File: src/rtl/front_multi.sv
// front_multi: multi-channel input front end.
//   Each asynchronous input is synchronized, then debounced by a digital
//   filter that accepts a new level only after it has been stable for
//   FILT_LEN consecutive cycles. Accepted transitions produce one-cycle
//   edge pulses; edges that match the per-channel mode set a sticky flag
//   and bump a saturating event counter.
// Ports:
//   clk       - system clock, rising edge
//   rst       - synchronous active-high reset
//   in        - [CH] asynchronous channel inputs
//   mode      - [2*CH] per-channel qualify mode (00 off, 01 rise, 10 fall, 11 both)
//   clr       - [CH] per-channel clear of flag and counter
//   pos_edge  - [CH] accepted 0->1 pulse
//   neg_edge  - [CH] accepted 1->0 pulse
//   any_edge  - [CH] pos_edge | neg_edge
//   flag      - [CH] sticky qualified-event flag
//   count     - [CH*CNT_W] saturating event counters, channel i at [i*CNT_W +: CNT_W]
//   irq       - OR of all flags
module front_multi #(
  parameter int CH          = 4,
  parameter int SYNC_STAGES = 2,
  parameter int FILT_LEN    = 3,
  parameter int CNT_W       = 8
) (
  input  logic                clk,
  input  logic                rst,
  input  logic [CH-1:0]       in,
  input  logic [2*CH-1:0]     mode,
  input  logic [CH-1:0]       clr,
  output logic [CH-1:0]       pos_edge,
  output logic [CH-1:0]       neg_edge,
  output logic [CH-1:0]       any_edge,
  output logic [CH-1:0]       flag,
  output logic [CH*CNT_W-1:0] count,
  output logic                irq
);

  localparam int FC_W = (FILT_LEN > 1) ? $clog2(FILT_LEN) : 1;
  localparam logic [FC_W-1:0]  FC_LAST = FC_W'(FILT_LEN - 1);
  localparam logic [CNT_W-1:0] CNT_MAX = '1;

  logic [CH-1:0]    sync_q [SYNC_STAGES];
  logic [CH-1:0]    sync_d [SYNC_STAGES];
  logic [CH-1:0]    s;

  logic [CH-1:0]    filt_q, filt_d;
  logic [CH-1:0]    val_q, val_d;
  logic [FC_W-1:0]  fc_q [CH];
  logic [FC_W-1:0]  fc_d [CH];
  logic [CH-1:0]    pos_q, pos_d;
  logic [CH-1:0]    neg_q, neg_d;

  logic [CH-1:0]    flag_q, flag_d;
  logic [CNT_W-1:0] cnt_q [CH];
  logic [CNT_W-1:0] cnt_d [CH];

  // synchronizer chain; only the last stage is observed
  always_comb begin
    sync_d[0] = in;
    for (int j = 1; j < SYNC_STAGES; j++) begin
      sync_d[j] = sync_q[j-1];
    end
  end

  assign s = sync_q[SYNC_STAGES-1];

  // debounce filter: while not yet valid, fc free-runs so the first level
  // after reset is loaded FILT_LEN cycles later without any edge pulse
  always_comb begin
    filt_d = filt_q;
    val_d  = val_q;
    fc_d   = fc_q;
    pos_d  = '0;
    neg_d  = '0;
    for (int i = 0; i < CH; i++) begin
      if (val_q[i] && (s[i] == filt_q[i])) begin
        fc_d[i] = '0;
      end else if (fc_q[i] == FC_LAST) begin
        filt_d[i] = s[i];
        val_d[i]  = 1'b1;
        fc_d[i]   = '0;
        pos_d[i]  = val_q[i] & s[i];
        neg_d[i]  = val_q[i] & ~s[i];
      end else begin
        fc_d[i] = fc_q[i] + FC_W'(1);
      end
    end
  end

  // qualification acts on the pulse currently on the outputs, so flag and
  // count become visible the cycle after the pulse; an event coinciding
  // with clr restarts the count at 1 rather than being dropped
  always_comb begin
    logic [1:0] md;
    logic       qual;
    md     = '0;
    qual   = 1'b0;
    flag_d = flag_q;
    cnt_d  = cnt_q;
    for (int i = 0; i < CH; i++) begin
      md   = mode[2*i +: 2];
      qual = ((md == 2'b01) && pos_q[i]) ||
             ((md == 2'b10) && neg_q[i]) ||
             ((md == 2'b11) && (pos_q[i] || neg_q[i]));
      if (qual) begin
        flag_d[i] = 1'b1;
        if (clr[i]) begin
          cnt_d[i] = CNT_W'(1);
        end else if (cnt_q[i] != CNT_MAX) begin
          cnt_d[i] = cnt_q[i] + CNT_W'(1);
        end
      end else if (clr[i]) begin
        flag_d[i] = 1'b0;
        cnt_d[i]  = '0;
      end
    end
  end

  always_ff @(posedge clk) begin
    if (rst) begin
      for (int j = 0; j < SYNC_STAGES; j++) begin
        sync_q[j] <= '0;
      end
      for (int i = 0; i < CH; i++) begin
        fc_q[i]  <= '0;
        cnt_q[i] <= '0;
      end
      filt_q <= '0;
      val_q  <= '0;
      pos_q  <= '0;
      neg_q  <= '0;
      flag_q <= '0;
    end else begin
      for (int j = 0; j < SYNC_STAGES; j++) begin
        sync_q[j] <= sync_d[j];
      end
      for (int i = 0; i < CH; i++) begin
        fc_q[i]  <= fc_d[i];
        cnt_q[i] <= cnt_d[i];
      end
      filt_q <= filt_d;
      val_q  <= val_d;
      pos_q  <= pos_d;
      neg_q  <= neg_d;
      flag_q <= flag_d;
    end
  end

  always_comb begin
    count = '0;
    for (int i = 0; i < CH; i++) begin
      count[i*CNT_W +: CNT_W] = cnt_q[i];
    end
  end

  assign pos_edge = pos_q;
  assign neg_edge = neg_q;
  assign any_edge = pos_q | neg_q;
  assign flag     = flag_q;
  assign irq      = |flag_q;

endmodule

File: config.mk
export PLATFORM = sky130hd
export DESIGN_NAME = front_multi
export DESIGN_NICKNAME = d
export VERILOG_FILES = /design/src/rtl/front_multi.sv
export SDC_FILE = /design/constraint.sdc
export NUM_CORES = 1
export LEC_CHECK = 0
export CAP_MARGIN = 15
export CORE_MARGIN = 10
export CORE_UTILIZATION = 49
export CTS_CLUSTER_DIAMETER = 50
export DETAILED_ROUTE_END_ITERATION = 12
export PLACE_DENSITY = 0.79
export SLEW_MARGIN = 40
export SYNTH_ARGS = -nofsm -noshare
export SYNTH_HDL_FRONTEND = slang
export SYNTH_SLANG_ARGS = --single-unit
File: constraint.sdc
create_clock -name clk -period 2.2 [get_ports clk]
set_input_delay 0.22 -clock clk [delete_from_list [all_inputs] [get_ports clk]]
set_output_delay 0.22 -clock clk [all_outputs]
set_load 0.005 [all_outputs]
* Yosys cells after proc, flatten, opt, wreduce, memory -nomap -nowiden
Memory sizes are Yosys's and may differ from the RTL's. Index checks and enable logic that the tools add are counted.
Word-level totals: register bits 60, memory bits (writable) 8, input port bits 18, output and inout port bits 49, logic and storage cells 166, memories 1
Operators by class: $add $sub $neg 8, equal/unequal tests 24, muxes and demuxes 29, bitwise logic cells 23, reductions and logical operators 53
Memories:
- sync_q | depth 2, bits a word 4, rd ports 2, clocked after Yosys merged registers in 0, write ports 2, line 42 | logic [CH-1:0] sync_q [SYNC_STAGES];
Operators by type and width (number):
- 2-to-1 mux 8 bit | 16
- adder 8 x 1 -> 8 bit, second input constant | 4
- inequality test 8 bit, second input constant | 4
- == test 2 bit, second input constant | 12
- OR reduction 3 bit | 8
- logical AND 1 bit | 16
- AND reduction 2 bit | 8
- nonzero test 2 bit | 8
- logical OR 1 bit | 12
- inverter 1 bit | 12
- 2-to-1 mux 1 bit | 11
- adder 2 x 1 -> 2 bit, second input constant | 4
- bitwise AND 1 bit | 8
- == test 2 x 1 -> 1 bit, second input constant | 4
- 2-to-1 mux 4 bit | 2
- == test 1 bit | 4
- OR 4 bit | 1
- OR reduction 4 bit | 1
- OR 1 bit | 2

* Logic depth before layout (Yosys ltp)
depth after elaboration 6, mapped depth 5, mapped depth without buffers 5

* Least setup slack after synthesis
No wires, ideal clock.
path kind register to register, from register cnt_q, in the netlist count[16], to register cnt_q, in the netlist count[18], library setup time 0.116 ns, data arrival time 1.470 ns, data required time 2.084 ns, setup slack 0.613 ns, stages on the path, launching flop included 6, buffers on the path 0, period minus slack after synthesis 1.587 ns, path through dfxtp_1 > ha_1 > and3_1 > a31oi_1 > a21oi_1 > a31o_2
On the way: longest elaborated chain between the ends 4, elaborated cells between the ends (all ways) 7, classes of those cells add/sub (1); eq/ne (1); mux (3); reduce/logical (2)
Ends and longest elaborated chain:
- from (decl) | line 54 | logic [CNT_W-1:0] cnt_q [CH];
- from (signal, indexed assignment) | line 139 | cnt_q[i] <= cnt_d[i];
- adder 8 x 1 -> 8 bit | line 110 | cnt_d[i] = cnt_q[i] + CNT_W'(1);
- 2-to-1 mux 8 bit | line 109 | end else if (cnt_q[i] != CNT_MAX) begin
- 2-to-1 mux 8 bit | line 107 | if (clr[i]) begin
- 2-to-1 mux 8 bit | line 105 | if (qual) begin
Parallel ways exist; a longest one is shown, timed or not. The select of a mux whose other input is x is not followed. A chain may end at the register's enable or synchronous reset.

* Final worst setup path
from register flag_q[0] (netlist: flag[0]), to output port irq
On the way: longest elaborated chain between the ends 1
Ends and longest elaborated chain:
- from (decl) | line 53 | logic [CH-1:0] flag_q, flag_d;
- from (signal assigned) | line 145 | flag_q <= flag_d;
- OR reduction 4 bit | line 160 | assign irq = |flag_q;
- to (decl) | line 35 | output logic irq
No other way between the ends.

==> flow_metrics.tcl <==
set metrics [dict create \
    fin_cells 454 \
    finalSetupViolCount 0 \
    ctsHtreeMaxLevel 3 \
    ios 67 \
    fin_nets 403 \
    startpoint_type "flop" \
    period_needed_ns 1.87 \
    synth_edf_count 0 \
    vias 2447 \
    worst_slew_pin_slew_ns 0.589 \
    clockRootBuffer "clkbuf_8" \
    outcome "completed" \
    maxCapViolCount 0 \
    yosysWarnings 0 \
    wl_um 6560 \
    grt_max_degree 17 \
    synth_area_sq_mm 0.00287 \
    timing.setup.tns_ns 0 \
    synthDistinctLibCells 47 \
    numCtsBuffers 9 \
    cts.clk_slew.worst_paths_ns 0.07 \
    fillerInstances 480 \
    drive_above_1_share 0.0785 \
    grt_use_total 0.143 \
    power_density_mw_per_mm2 695 \
    synth-async-reset-ratio 0 \
    antenna_found_initial 0 \
    start_util 0.512 \
    clk_path_buf_depth 2 \
    skew_ns 0.00665 \
    netlist_instances 307 \
    coreArea_sq_mm 0.00561 \
    fin_util 0.673 \
    timing.slew.headroom 0.607 \
    slew_viol_final 0 \
    n_antenna_cell 0 \
    netlist.area_leader.share 0.474 \
    yosysTopAreaCell "dfxtp_1" \
    synthTopCellsByArea "dfxtp_1 (47%), nor2_1 (7.3%), ha_1 (3.5%)" \
    ys.flop_type "dfxtp_1" \
    synth_nets 333 \
    finalInstanceArea_sq_mm 0.00378 \
    ctsHoldBuffers 0 \
    die_area_sq_mm 0.00932 \
    drtIter0Drc 96 \
    max_freq_ghz 0.535 \
    drt_pass1_iterations 4 \
    reg2reg_slack_ns 0.45 \
    ys_seq_area_frac 0.474 \
    cts.repair.resized 0 \
    cts.sinks 68 \
    grt_pass1_wl_um 10600 \
    power_leakage_nw 1.38 \
    cts_setup_buffers 0 \
    place_area_sq_mm 0.00359 \
    grt_overflow 0 \
    placedCellCount 438 \
    wire_per_inst_um 14.5 \
    synthToLayoutAreaGrowth_pct 31.6 \
    final-hold-violation-count 0 \
    rows 27 \
    cp.arrival_ns 1.65 \
    dp_hpwl_um 4940 \
    criticalPathCategory "flop to output port" \
    critical_path_required_ns 1.98 \
    end_kind "output port" \
    post_drt_via_cell_ratio 5.39 \
    clk_latency_ns 0.34 \
    worstPathMaxFanout 3 \
    post_synth.cell_area_avg_sq_um 9.35 \
    rsz0062_at_grt "false" \
    ant_nets 0 \
    cts_tree "yes" \
    die_y_um 96.5 \
    gp_congestion 0.821 \
    grt_pass1_vias 2290 \
    hold_class "flop to flop" \
    fin_crit_sh 0.850 \
    peakVddDrop_mv 0.597 \
    drcViolationCount 0 \
    die_w_um 96.5 \
    ys_seq_elements 68 \
    port_buffers 66 \
]
==> final timing paths <==
check / start / end / cells past startpoint
setup / recovery: flag[0]$_SDFFE_PP0P_ / irq / 2
hold / removal: fc_q[4]$_SDFF_PP0_ / fc_q[4]$_SDFF_PP0_ / 1
setup reg to reg: count[16]$_SDFFE_PP0P_ / count[18]$_SDFFE_PP0P_ / 5
hold reg to reg: fc_q[4]$_SDFF_PP0_ / fc_q[4]$_SDFF_PP0_ / 1
==> where the power goes <==
part | switching [W] | leakage, nW | total [W] | internal (W)
Clock | 0.000491 | 0.0893 | 0.000938 | 0.000447
Sequential | 0.0000524 | 0.552 | 0.00139 | 0.00133
Combinational | 0.000152 | 0.739 | 0.000300 | 0.000148
Total | 0.000695 | 1.38 | 0.00263 | 0.00193
==> stage by stage <==
stage	hold slack, ns	total power [W]	setup slack, ns
2_1_floorplan	0.327	0.00162	0.613
3_3_place_gp	0.398	0.00168	0.494
3_5_place_dp	0.402	0.00171	0.488
4_1_cts	0.413	0.00266	0.318
5_1_grt	0.428	0.00276	0.291
6_report	0.410	0.00263	0.329
==> cell families after synthesis <==
family | count (synthesis) | share of synthesized area
multiplexers | 9 | 0.0314
buffers and inverters | 17 | 0.0253
flip-flops | 68 | 0.474
adder cells (fa/ha/maj) | 8 | 0.0349
AND/OR/NAND/NOR | 135 | 0.242
AO/OA/AOI/OAI | 57 | 0.152
XOR/XNOR | 13 | 0.0397
==> critical path, cell delays in order, from the launching register on <==
cell	delay, ns
dfxtp_1	0.33
or4_1	0.52
clkdlybuf4s50_1	0.46
==> registers in the layout, summed over array words and instances, names as in the netlist <==
| register | flops |
|---|---|
| count | 32 |
| fc_q | 8 |
| filt_q | 4 |
| flag | 4 |
| neg_edge | 4 |
| pos_edge | 4 |
| sync_q | 8 |
| val_q | 4 |
==> placed cells by master (no fill, tap or decap), drive strengths merged, types with 2 or more instances in the layout <==
master | Yosys | routed
o21bai | 2 | 2
or2 | 8 | 8
a311o | 3 | 3
and4 | 2 | 2
nor3 | 2 | 2
ha | 8 | 8
a22o | 5 | 5
o21ai | 5 | 5
a211oi | 3 | 3
nand2 | 11 | 11
o41ai | 2 | 2
xnor2 | 5 | 5
a31oi | 8 | 8
and3 | 8 | 8
o211ai | 7 | 7
nor3b | 4 | 4
nor2b | 8 | 8
dfxtp | 68 | 68
a41o | 2 | 2
a21oi | 9 | 9
clkinv | 0 | 2
nor4b | 3 | 3
xor2 | 8 | 8
a22oi | 4 | 4
nor2 | 56 | 56
buf | 3 | 2
a311oi | 2 | 2
nand4 | 5 | 5
clkdlybuf4s50 | 0 | 66
mux2i | 9 | 9
nand2b | 12 | 12
clkbuf | 6 | 10
nand3b | 3 | 3
nand3 | 7 | 7
inv | 8 | 10
clkinvlp | 0 | 2
==> Yosys cell counts (4+ instances only) <==
cell      instances
nor3b_1           4
a31oi_1           8
or2_2             8
dfxtp_1          68
nand4_1           5
inv_1             8
xor2_1            8
xnor2_1           5
a22oi_1           4
mux2i_1           9
nand2_1          11
nor2_1           56
a21oi_1           9
nor2b_1           8
o21ai_0           5
nand3_1           7
ha_1              8
o211ai_1          7
clkbuf_1          6
nand2b_1         12
and3_1            8
a22o_1            5
==> final cells by class <==
class / count / area, sq um / area share
Multi-Input combinational cell: 222 / 1440 / 0.380
Inverter: 8 / 30.0 / 0.00795
Clock buffer: 10 / 138 / 0.0364
Sequential cell: 68 / 1360 / 0.361
Clock inverter: 6 / 46.3 / 0.0123
Tap cell: 72 / 90.1 / 0.0239
Timing Repair Buffer: 68 / 676 / 0.179
==> per-layer routing <==
| layer | vias up | track usage | wire, um |
|---|---|---|---|
| li1 | 1233 | - | - |
| met1 | 1149 | 0.172 | 3010 |
| met2 | 57 | 0.227 | 3000 |
| met3 | 8 | 0.0547 | 481 |
| met4 | 0 | 0.0545 | 76 |
| met5 | - | 0 | 0 |
No activity file was read; power rests on OpenSTA's default activity.
